===== config.mk =====
export PLATFORM = sky130hd
export DESIGN_NAME = uart_word_receiver
export DESIGN_NICKNAME = d
export VERILOG_FILES = /design/src/rtl/uart_pkg.sv /design/src/rtl/uart_tick_gen.sv /design/src/rtl/uart_word_receiver.sv
export SDC_FILE = /design/constraint.sdc
export NUM_CORES = 1
export LEC_CHECK = 0
export ABC_AREA = 1
export BUFFER_PORTS_ARGS = -buffer_cell sky130_fd_sc_hd__buf_2
export CAP_MARGIN = 20
export CORE_MARGIN = 5
export CORE_UTILIZATION = 60
export DETAILED_ROUTE_END_ITERATION = 6
export GPL_TIMING_DRIVEN = 0
export PLACE_DENSITY_LB_ADDON = 0.05
export SLEW_MARGIN = 25
export SYNTH_ARGS = -nofsm -noshare
export SYNTH_HDL_FRONTEND = slang
export SYNTH_SLANG_ARGS = --single-unit

===== constraint.sdc =====
create_clock -name clk -period 2.48 [get_ports clk]
set_clock_uncertainty 0.2 [all_clocks]
set_input_delay 0.496 -clock clk [delete_from_list [all_inputs] [get_ports clk]]
set_output_delay 0.496 -clock clk [all_outputs]
set_load 0.03 [all_outputs]

===== src/rtl/uart_pkg.sv =====
// ============================================================================
// Module   : uart_pkg
// Brief    : Shared types and constants for the UART word receiver.
// Revision : 1.0
// ============================================================================
`default_nettype none

package uart_pkg;

    typedef enum logic [2:0] {
        ST_IDLE   = 3'd0,
        ST_START  = 3'd1,
        ST_DATA   = 3'd2,
        ST_PARITY = 3'd3,
        ST_STOP   = 3'd4
    } rx_state_t;

    localparam int OS_RATE           = 16;
    localparam int OS_MID            = 7;
    localparam int DEFAULT_BAUD_DIV  = 27;
    localparam int DEFAULT_GAP_TICKS = 512;

    // Non-zero when the received parity bit disagrees with the data bits.
    function automatic logic parity_fail(input logic [7:0] data,
                                         input logic       pbit,
                                         input logic       odd);
        return (^data) ^ pbit ^ odd;
    endfunction

endpackage

`default_nettype wire


===== src/rtl/uart_tick_gen.sv =====
// ============================================================================
// Module   : uart_tick_gen
// Brief    : Divides clk down to the 16x oversample tick; restartable.
// Revision : 1.0
// ============================================================================
`default_nettype none

module uart_tick_gen
    import uart_pkg::*;
#(
    parameter int BAUD_DIV = DEFAULT_BAUD_DIV
) (
    input  logic clk,
    input  logic reset,
    input  logic restart,
    output logic tick
);

    localparam int              c_cnt_w = $clog2(BAUD_DIV);
    localparam logic [c_cnt_w-1:0] c_last = c_cnt_w'(BAUD_DIV - 1);

    logic [c_cnt_w-1:0] r_cnt;

    always_ff @(posedge clk or negedge reset) begin
        if (!reset) begin
            r_cnt <= '0;
        end else if (restart || (r_cnt == c_last)) begin
            r_cnt <= '0;
        end else begin
            r_cnt <= r_cnt + 1'b1;
        end
    end

    assign tick = (r_cnt == c_last);

endmodule

`default_nettype wire


===== src/rtl/uart_word_receiver.sv =====
// ============================================================================
// Module   : uart_word_receiver
// Brief    : 16x-oversampled UART receiver pairing good bytes into 16-bit words.
// Revision : 1.0
// ============================================================================
`default_nettype none

module uart_word_receiver
    import uart_pkg::*;
#(
    parameter int BAUD_DIV   = DEFAULT_BAUD_DIV,
    parameter bit PARITY_EN  = 1'b1,
    parameter bit PARITY_ODD = 1'b0,
    parameter int GAP_TICKS  = DEFAULT_GAP_TICKS
) (
    input  logic        clk,
    input  logic        reset,
    input  logic        rx_in,
    output logic [15:0] rx_word,
    output logic        rx_valid,
    output logic        ferror,
    output logic        perror,
    output logic        busy
);

    localparam int                 c_gap_w   = $clog2(GAP_TICKS + 1);
    localparam logic [c_gap_w-1:0] c_gap_last = c_gap_w'(GAP_TICKS - 1);
    localparam logic [3:0]         c_os_mid   = 4'(OS_MID);
    localparam logic [3:0]         c_os_last  = 4'(OS_RATE - 1);

    logic               r_sync1, r_sync2, r_rxs_d, r_fall;
    rx_state_t          r_state;
    logic [3:0]         r_os;
    logic [2:0]         r_bit;
    logic [7:0]         r_shift;
    logic               r_pbit;
    logic               r_phase;
    logic [7:0]         r_hi;
    logic [c_gap_w-1:0] r_gap;
    logic [15:0]        r_word;
    logic               r_valid, r_ferror, r_perror;

    logic w_tick, w_rxs, w_start, w_perr;

    assign w_rxs   = r_sync2;
    assign w_start = (r_state == ST_IDLE) && r_fall;
    assign w_perr  = PARITY_EN ? parity_fail(r_shift, r_pbit, PARITY_ODD) : 1'b0;

    uart_tick_gen #(
        .BAUD_DIV (BAUD_DIV)
    ) u_tick_gen (
        .clk     (clk),
        .reset   (reset),
        .restart (w_start),
        .tick    (w_tick)
    );

    // Falling edge is registered so an edge coinciding with the stop sample
    // is still seen once the FSM is back in IDLE.
    always_ff @(posedge clk or negedge reset) begin
        if (!reset) begin
            r_sync1 <= 1'b1;
            r_sync2 <= 1'b1;
            r_rxs_d <= 1'b1;
            r_fall  <= 1'b0;
        end else begin
            r_sync1 <= rx_in;
            r_sync2 <= r_sync1;
            r_rxs_d <= r_sync2;
            r_fall  <= r_rxs_d & ~r_sync2;
        end
    end

    always_ff @(posedge clk or negedge reset) begin
        if (!reset) begin
            r_state  <= ST_IDLE;
            r_os     <= '0;
            r_bit    <= '0;
            r_shift  <= '0;
            r_pbit   <= 1'b0;
            r_phase  <= 1'b0;
            r_hi     <= '0;
            r_gap    <= '0;
            r_word   <= '0;
            r_valid  <= 1'b0;
            r_ferror <= 1'b0;
            r_perror <= 1'b0;
        end else begin
            r_valid <= 1'b0;
            if ((r_state != ST_IDLE) || !r_phase) begin
                r_gap <= '0;
            end
            case (r_state)
                ST_IDLE: begin
                    if (r_fall) begin
                        r_state <= ST_START;
                        r_os    <= '0;
                    end else if (r_phase && w_tick) begin
                        if (r_gap == c_gap_last) begin
                            r_phase <= 1'b0;
                            r_gap   <= '0;
                        end else begin
                            r_gap <= r_gap + 1'b1;
                        end
                    end
                end
                ST_START: begin
                    if (w_tick) begin
                        if (r_os == c_os_mid) begin
                            r_os  <= '0;
                            r_bit <= '0;
                            r_state <= w_rxs ? ST_IDLE : ST_DATA;
                        end else begin
                            r_os <= r_os + 1'b1;
                        end
                    end
                end
                ST_DATA: begin
                    if (w_tick) begin
                        if (r_os == c_os_last) begin
                            r_os    <= '0;
                            r_shift <= {w_rxs, r_shift[7:1]};
                            r_bit   <= r_bit + 1'b1;
                            if (r_bit == 3'd7) begin
                                r_state <= PARITY_EN ? ST_PARITY : ST_STOP;
                            end
                        end else begin
                            r_os <= r_os + 1'b1;
                        end
                    end
                end
                ST_PARITY: begin
                    if (w_tick) begin
                        if (r_os == c_os_last) begin
                            r_os    <= '0;
                            r_pbit  <= w_rxs;
                            r_state <= ST_STOP;
                        end else begin
                            r_os <= r_os + 1'b1;
                        end
                    end
                end
                ST_STOP: begin
                    if (w_tick) begin
                        if (r_os == c_os_last) begin
                            r_os     <= '0;
                            r_state  <= ST_IDLE;
                            r_ferror <= ~w_rxs;
                            r_perror <= w_perr;
                            if (w_rxs && !w_perr) begin
                                if (r_phase) begin
                                    r_word  <= {r_hi, r_shift};
                                    r_valid <= 1'b1;
                                    r_phase <= 1'b0;
                                end else begin
                                    r_hi    <= r_shift;
                                    r_phase <= 1'b1;
                                end
                            end else begin
                                r_phase <= 1'b0;
                            end
                        end else begin
                            r_os <= r_os + 1'b1;
                        end
                    end
                end
                default: r_state <= ST_IDLE;
            endcase
        end
    end

    assign rx_word  = r_word;
    assign rx_valid = r_valid;
    assign ferror   = r_ferror;
    assign perror   = r_perror;
    assign busy     = (r_state != ST_IDLE);

endmodule

`default_nettype wire


==> impl_metrics.json, run 1 <==
{
  "layout_common_cells": "nand2_1 (116), dfrtp_1 (63), inv_1 (38)",
  "worst-r2r-cell-count": 7,
  "seqPwrFrac": 0.456,
  "pwr-share-comb": 0.196,
  "finalSetupViolCount": 0,
  "switching_share": 0.316,
  "nNetsFinal": 420,
  "max_freq_mhz": 478,
  "area_delta_synth_final_pct": 14.1,
  "fin_setup_tns_ps": 0,
  "grt_pass1_vias": 2500,
  "synth-simple-area-share": 0.280,
  "r2r-end": "r_phase",
  "vdd_drop_max_v": 0.000762,
  "die_area_mm2": 0.00698,
  "status": "finished, final reports clean",
  "wl_met3_um": 217,
  "via_count": 2523,
  "clkLatencyLatePin_ps": 340,
  "cp_max_fo": 5,
  "grt_usage": 0.193,
  "crit_chain": "ha_1 -> nand2_1 -> nor2_1 -> nand3_1 -> o21ai_0 -> a21boi_0 -> a21oi_1",
  "drc_errors": 0,
  "syn_area_mm2": 0.00325,
  "power.density_mw_per_mm2": 774,
  "rsz0062_at_grt": "no",
  "cts_setup_buffers": 0,
  "yosysTopAreaCell": "dfrtp_1",
  "antenna_found_initial": 0,
  "cts_max_path_buffers": 2,
  "synth_top_family_by_area": "simple AND/OR/NAND/NOR gates",
  "dieWidth_um": 83.6,
  "muxShareOfSynthArea": 0,
  "viasPerCell": 5.19,
  "rrSetupSlack_ps": 390,
  "portBuffers": 22,
  "coreArea_mm2": 0.00517,
  "startpoint": "r_gap[0]",
  "clockRootBuffer": "clkbuf_8",
  "netlist.area_leader.share": 0.486,
  "ant_nets": 0,
  "cp-start-kind": "flip-flop",
  "wl_met2_um": 2680,
  "crit_type": "reg -> reg",
  "pwr-share-clk": 0.348,
  "drtIter0Drc": 130,
  "cts_resized": 0,
  "r2r_start": "r_gap[0]",
  "grt_pass1_wl_um": 11100,
  "std_cell_rows": 26,
  "postPlaceCellArea_mm2": 0.00347,
  "globalRoute.totalOverflow": 0,
  "finalMaxSlewViolations": 0,
  "wirelength_um": 6020,
  "grt_max_degree": 51,
  "utilization": 0.716,
  "met1_length_um": 3000,
  "p_int_mw": 1.96,
  "ys_ff_latch": 66,
  "design_area_mm2": 0.00370,
  "synth-compound-area-share": 0.109,
  "slew_headroom": 0.705,
  "synthTopCellsByArea": "dfrtp_1 (49%), nand2_1 (13%), inv_1 (4.4%)",
  "holdBufCountCts": 1,
  "leakagePower_nw": 1.86,
  "synth_fa_ha_area_frac": 0.0231,
  "min_period_ps": 2090,
  "ys.warnings.count": 0,
  "avgSynthCellArea_um2": 8.64,
  "synth_xor_area_frac": 0.0162,
  "initial_core_util": 0.628,
  "p_switching_mw": 0.905,
  "syn-num-nets": 385,
  "crit_path_top_delay_cell": "dfrtp_1",
  "dp_hpwl_um": 4390,
  "gp_congestion": 0.859,
  "dp_cells": 469,
  "htreeDepth": 3,
  "cap_viol_max_count": 0,
  "synth_cells": 376,
  "synth-seq-area-share": 0.510,
  "io_pins": 23,
  "detail_route.wl_per_cell_um": 12.4,
  "clkSlewWorstSetupHoldPaths_ps": 70,
  "cp-end-kind": "flip-flop",
  "tightest_slew_ps": 443,
  "arrival_ps": 2110,
  "die_y_um": 83.6,
  "cp-endpoint": "r_phase",
  "hold_viol_final": 0,
  "cts.sinks": 66,
  "hold_class": "in -> reg",
  "drt_pass1_iterations": 4,
  "antenna-diode-count": 0,
  "whs_ps": 50.2,
  "final_cells": 486,
  "drive_gt1_frac": 0.192,
  "tritoncts": "done",
  "post-route-period-util": 0.844,
  "cts_buffers": 9,
  "highest_layer": "met4",
  "required_ps": 2500,
  "synth_cell_type_count": 36,
  "critPathMaxStageDelay_ps": 430,
  "final_common_cell": "nand2_1"
}
## per-stage QoR
step	worst slack [ps]	power (mW)
4_1_cts	397	2.90
2_1_floorplan	665	1.74
3_5_place_dp	415	1.89
3_3_place_gp	458	1.86
5_1_grt	238	3.05
6_report	387	2.87
## critical path: cells and delay by family (launching register included)
kind / cells / cell delay, ps
AND/OR/NAND/NOR: 3 / 510
flip-flops: 1 / 430
adder cells (fa/ha/maj): 1 / 210
AO/OA/AOI/OAI: 3 / 630
## logic make-up after synthesis
family	after synthesis
simple gates	193
flops	66
compound gates	56
buf+inv	49
xor+xnor	6
fa+ha+maj	6
## layout make-up
type | count | area, um^2
flip-flops and latches | 66 | 1660
fillers | 384 | 1470
multi-input cells | 261 | 1390
inverters | 45 | 170
repair buffers | 24 | 150
clock buffers | 11 | 141
well taps | 70 | 87.6
clock inverters | 5 | 77.6
plain buffers | 4 | 30.0
## power groups by stage
stage	logic [mW]	clock network [mW]	registers, mW
2_1_floorplan	0.437	0	1.30
3_3_place_gp	0.536	0	1.32
3_5_place_dp	0.567	0	1.33
4_1_cts	0.571	1.02	1.31
5_1_grt	0.653	1.07	1.32
6_report	0.561	0.999	1.31
## per-layer routing
layer	vias up	global-route usage
met5	-	0
met1	1182	0.268
met2	46	0.291
met3	10	0.0434
li1	1285	-
met4	0	0.0848
## worst min-delay path by stage
stage,start,to,depth (start not counted)
floorplan,reset,ferror,0
global placement,r_sync1,r_sync2,0
detailed placement,r_sync1,r_sync2,0
finish,rx_in,r_sync1,1
global route,rx_in,r_sync1,1
CTS,rx_in,r_sync1,1
## Yosys cell counts (all sizes together)
cell type / number
clkbuf: 2
and3b: 1
buf: 2
dfrtp: 63
nand2: 122
nand4: 3
nand3b: 1
o21a: 1
xor2: 4
a21boi: 2
o32ai: 2
o211ai: 6
a21oi: 15
dfstp: 3
xnor2: 2
a21o: 1
a211oi: 1
o21ai: 26
nor2: 38
o31ai: 2
nand3: 21
nor3: 6
ha: 6
nor3b: 1
inv: 44
clkinv: 1
## registers in the layout, summed over array words and instances (netlist names)
signal / cells
r_hi: 8
perror: 1
r_rxs_d: 1
r_phase: 1
rx_word: 16
r_fall: 1
r_sync1: 1
r_os: 4
r_bit: 3
u_tick_gen.r_cnt: 5
rx_valid: 1
r_pbit: 1
r_gap: 10
r_sync2: 1
r_shift: 8
ferror: 1
r_state: 3
No activity file was read; power rests on OpenSTA's default activity.
==> inputs of run 2 (changes only) <==
- ABC_AREA: 1 -> 0
- CORE_UTILIZATION: 60 -> 59
- clock period: 2.48 -> 2.17 ns (I/O delays scaled with it)
==> impl_metrics.json, run 2 <==
{
  "max_freq_mhz": 430,
  "ys_ff_latch": 66,
  "detail_route.wl_per_cell_um": 16.2,
  "viasPerCell": 5.60,
  "wirelength_um": 6060,
  "worst-r2r-cell-count": 6,
  "crit_type": "reg -> reg",
  "cp_max_fo": 5,
  "r2r-end": "r_hi[2]",
  "avgSynthCellArea_um2": 12.4,
  "holdPathStages": 0,
  "violations": "setup timing",
  "die_area_mm2": 0.00669,
  "setup_slack_ps": -156,
  "dp_hpwl_um": 3770,
  "hold_viol_final": 0,
  "die_y_um": 81.8,
  "largest_register_ffs": 16,
  "multi_input_area_mm2": 0.00142,
  "yosys-top-cells-count": "dfrtp_1 (63), mux2_2 (26), nor2_1 (18)",
  "antenna-diode-count": 0,
  "finalSetupViolCount": 24,
  "clockRootBuffer": "clkbuf_8",
  "grt_pass1_vias": 2081,
  "drtIter0Drc": 78,
  "antenna_found_initial": 0,
  "syn_area_mm2": 0.00304,
  "grt_usage": 0.202,
  "synth-async-reset-ratio": 1.00,
  "seqCellArea_mm2": 0.00166,
  "required_ps": 2190,
  "cts.sinks": 66,
  "netlist.area_leader.share": 0.519,
  "syn-num-nets": 255,
  "synth-seq-area-share": 0.545,
  "dieWidth_um": 81.8,
  "tightest_slew_ps": 430,
  "area_delta_synth_final_pct": 25.2,
  "fin_setup_tns_ps": -3280,
  "grtUsageMet2": 0.297,
  "clkLatencyLatePin_ps": 330,
  "design_area_mm2": 0.00380,
  "grt_pass1_wl_um": 10100,
  "yosysMostFrequentCell": "dfrtp_1",
  "vdd_drop_max_v": 0.000465,
  "rrSetupSlack_ps": -160,
  "cts_max_path_buffers": 2,
  "drc_errors": 0,
  "synth_cells": 246,
  "arrival_ps": 2350,
  "power.density_mw_per_mm2": 876,
  "cap_viol_max_count": 0,
  "synth-edff-count": 0,
  "r2r_start": "r_shift[4]",
  "ys.warnings.count": 0,
  "cp-start-kind": "flip-flop",
  "drive_gt1_frac": 0.393,
  "clkSlewWorstSetupHoldPaths_ps": 80,
  "coreArea_mm2": 0.00504,
  "std_cell_rows": 26,
  "slew_headroom": 0.713,
  "io_pins": 23,
  "yosysTopAreaCell": "dfrtp_1",
  "use_met1": 0.291,
  "layout_common_cells": "dfrtp_1 (60), buf_2 (22), mux2_4 (18), mux2_2 (18), buf_4 (17)",
  "final_common_cell": "dfrtp_1",
  "leakagePower_nw": 1.91,
  "min_from": "r_sync1",
  "synthTopCellsByArea": "dfrtp_1 (52%), mux2_2 (9.6%), mux2_4 (4.9%)",
  "postPlaceCellArea_mm2": 0.00328,
  "hold_class": "reg -> reg",
  "drt_pass1_iterations": 4,
  "via_count": 2088,
  "ant_nets": 0,
  "tritoncts": "done",
  "portBuffers": 22,
  "nNetsFinal": 307,
  "synthFlopType": "dfrtp_1",
  "fill_cells": 321,
  "min_period_ps": 2330,
  "grt_max_degree": 52,
  "pre_cts_ws_ps": -254,
  "gp_congestion": 0.797,
  "post-route-period-util": 1.07,
  "synth_cell_type_count": 45,
  "htreeDepth": 3,
  "status": "complete, but fails checks",
  "top_usage_layer": "met2",
  "finalMaxSlewViolations": 0,
  "rsz0062_at_grt": "yes",
  "cts_buffers": 9,
  "gr-usage-met3": 0.0461,
  "whs_ps": 163,
  "min_to": "r_sync2",
  "initial_core_util": 0.603,
  "cp-end-kind": "flip-flop",
  "globalRoute.totalOverflow": 0
}
## run 2: cell types whose count changed after synthesis, moves of 7 or more
cell / change
o21ai_0: -7
mux2_2: +26
nand2_1: -100
and3_1: +7
nor2_1: -11
inv_1: -31
o21ai_2: -8
a21oi_1: -11
mux2_4: +10
nand3_1: -7
## run 2: metrics by stage
| step | utilization | power, mW | std cells |
|---|---|---|---|
| final | 0.755 | 3.33 | 373 |
| after global routing | 0.755 | 3.50 | 373 |
| after detailed placement | 0.650 | 1.89 | 339 |
| after CTS | 0.734 | 3.30 | 364 |
| after global placement | 0.644 | 1.86 | 338 |
| after floorplan | - | 1.75 | 246 |
## run 2: critical path, cell delays in order, from the launching register on
cell and delay, ps:
dfrtp_2 440, xnor2_1 170, xnor3_1 450, xnor2_2 200
and4b_1 270, buf_6 170, mux2_4 310
## run 2: worst max path at each step
stage                        startpoint          end  slack (ps)
floorplan                    r_shift[4]      r_hi[0]         -40
global placement    u_tick_gen.r_cnt[0]   r_shift[2]        -230
detailed placement           r_shift[4]   rx_word[1]        -250
CTS                          r_shift[2]   rx_word[1]        -160
global route                 r_shift[4]  rx_word[12]        -210
finish                       r_shift[4]      r_hi[2]        -160
## run 2: repair_timing
item	in CTS	in global routing
endpoints found under the hold margin	16	0
gates cloned	0	1
resized for setup	24	14
endpoints found under the setup margin	44	39
hold buffers	2	0
pin swaps	4	6
buffers inserted	7	8
## run 2: layout make-up
| type | instances | share of cell area |
|---|---|---|
| Tap cell | 70 | 0.0230 |
| Clock buffer | 10 | 0.0335 |
| Sequential cell | 66 | 0.436 |
| Multi-Input combinational cell | 167 | 0.374 |
| Inverter | 7 | 0.00691 |
| Timing Repair Buffer | 41 | 0.0746 |
| Buffer | 6 | 0.0158 |
| Clock inverter | 6 | 0.0362 |
## run 2: report_power, final
part | total (mW) | internal [mW] | switching (mW)
Combinational | 0.561 | 0.238 | 0.323
Clock | 1.36 | 0.886 | 0.478
Sequential | 1.41 | 1.32 | 0.0910
Total | 3.33 | 2.44 | 0.892
## run 2: logic make-up (layout without fill, tap and decap cells)
group / count (synthesis) / in the layout / share of synthesized area
buffers and inverters: 13 / 70 / 0.0202
xor gates and xnor gates: 14 / 14 / 0.0473
AOI/OAI and AO/OA: 30 / 30 / 0.0646
and+or+nand+nor: 78 / 78 / 0.143
DFF: 66 / 66 / 0.545
muxes: 39 / 39 / 0.156
adders and majority gates: 6 / 6 / 0.0247
## run 2: layer usage
layer,share of wire,up-vias
li1,-,989
met1,0.48,1042
met2,0.47,49
met3,0.038,8
met4,0.011,0
met5,0,-
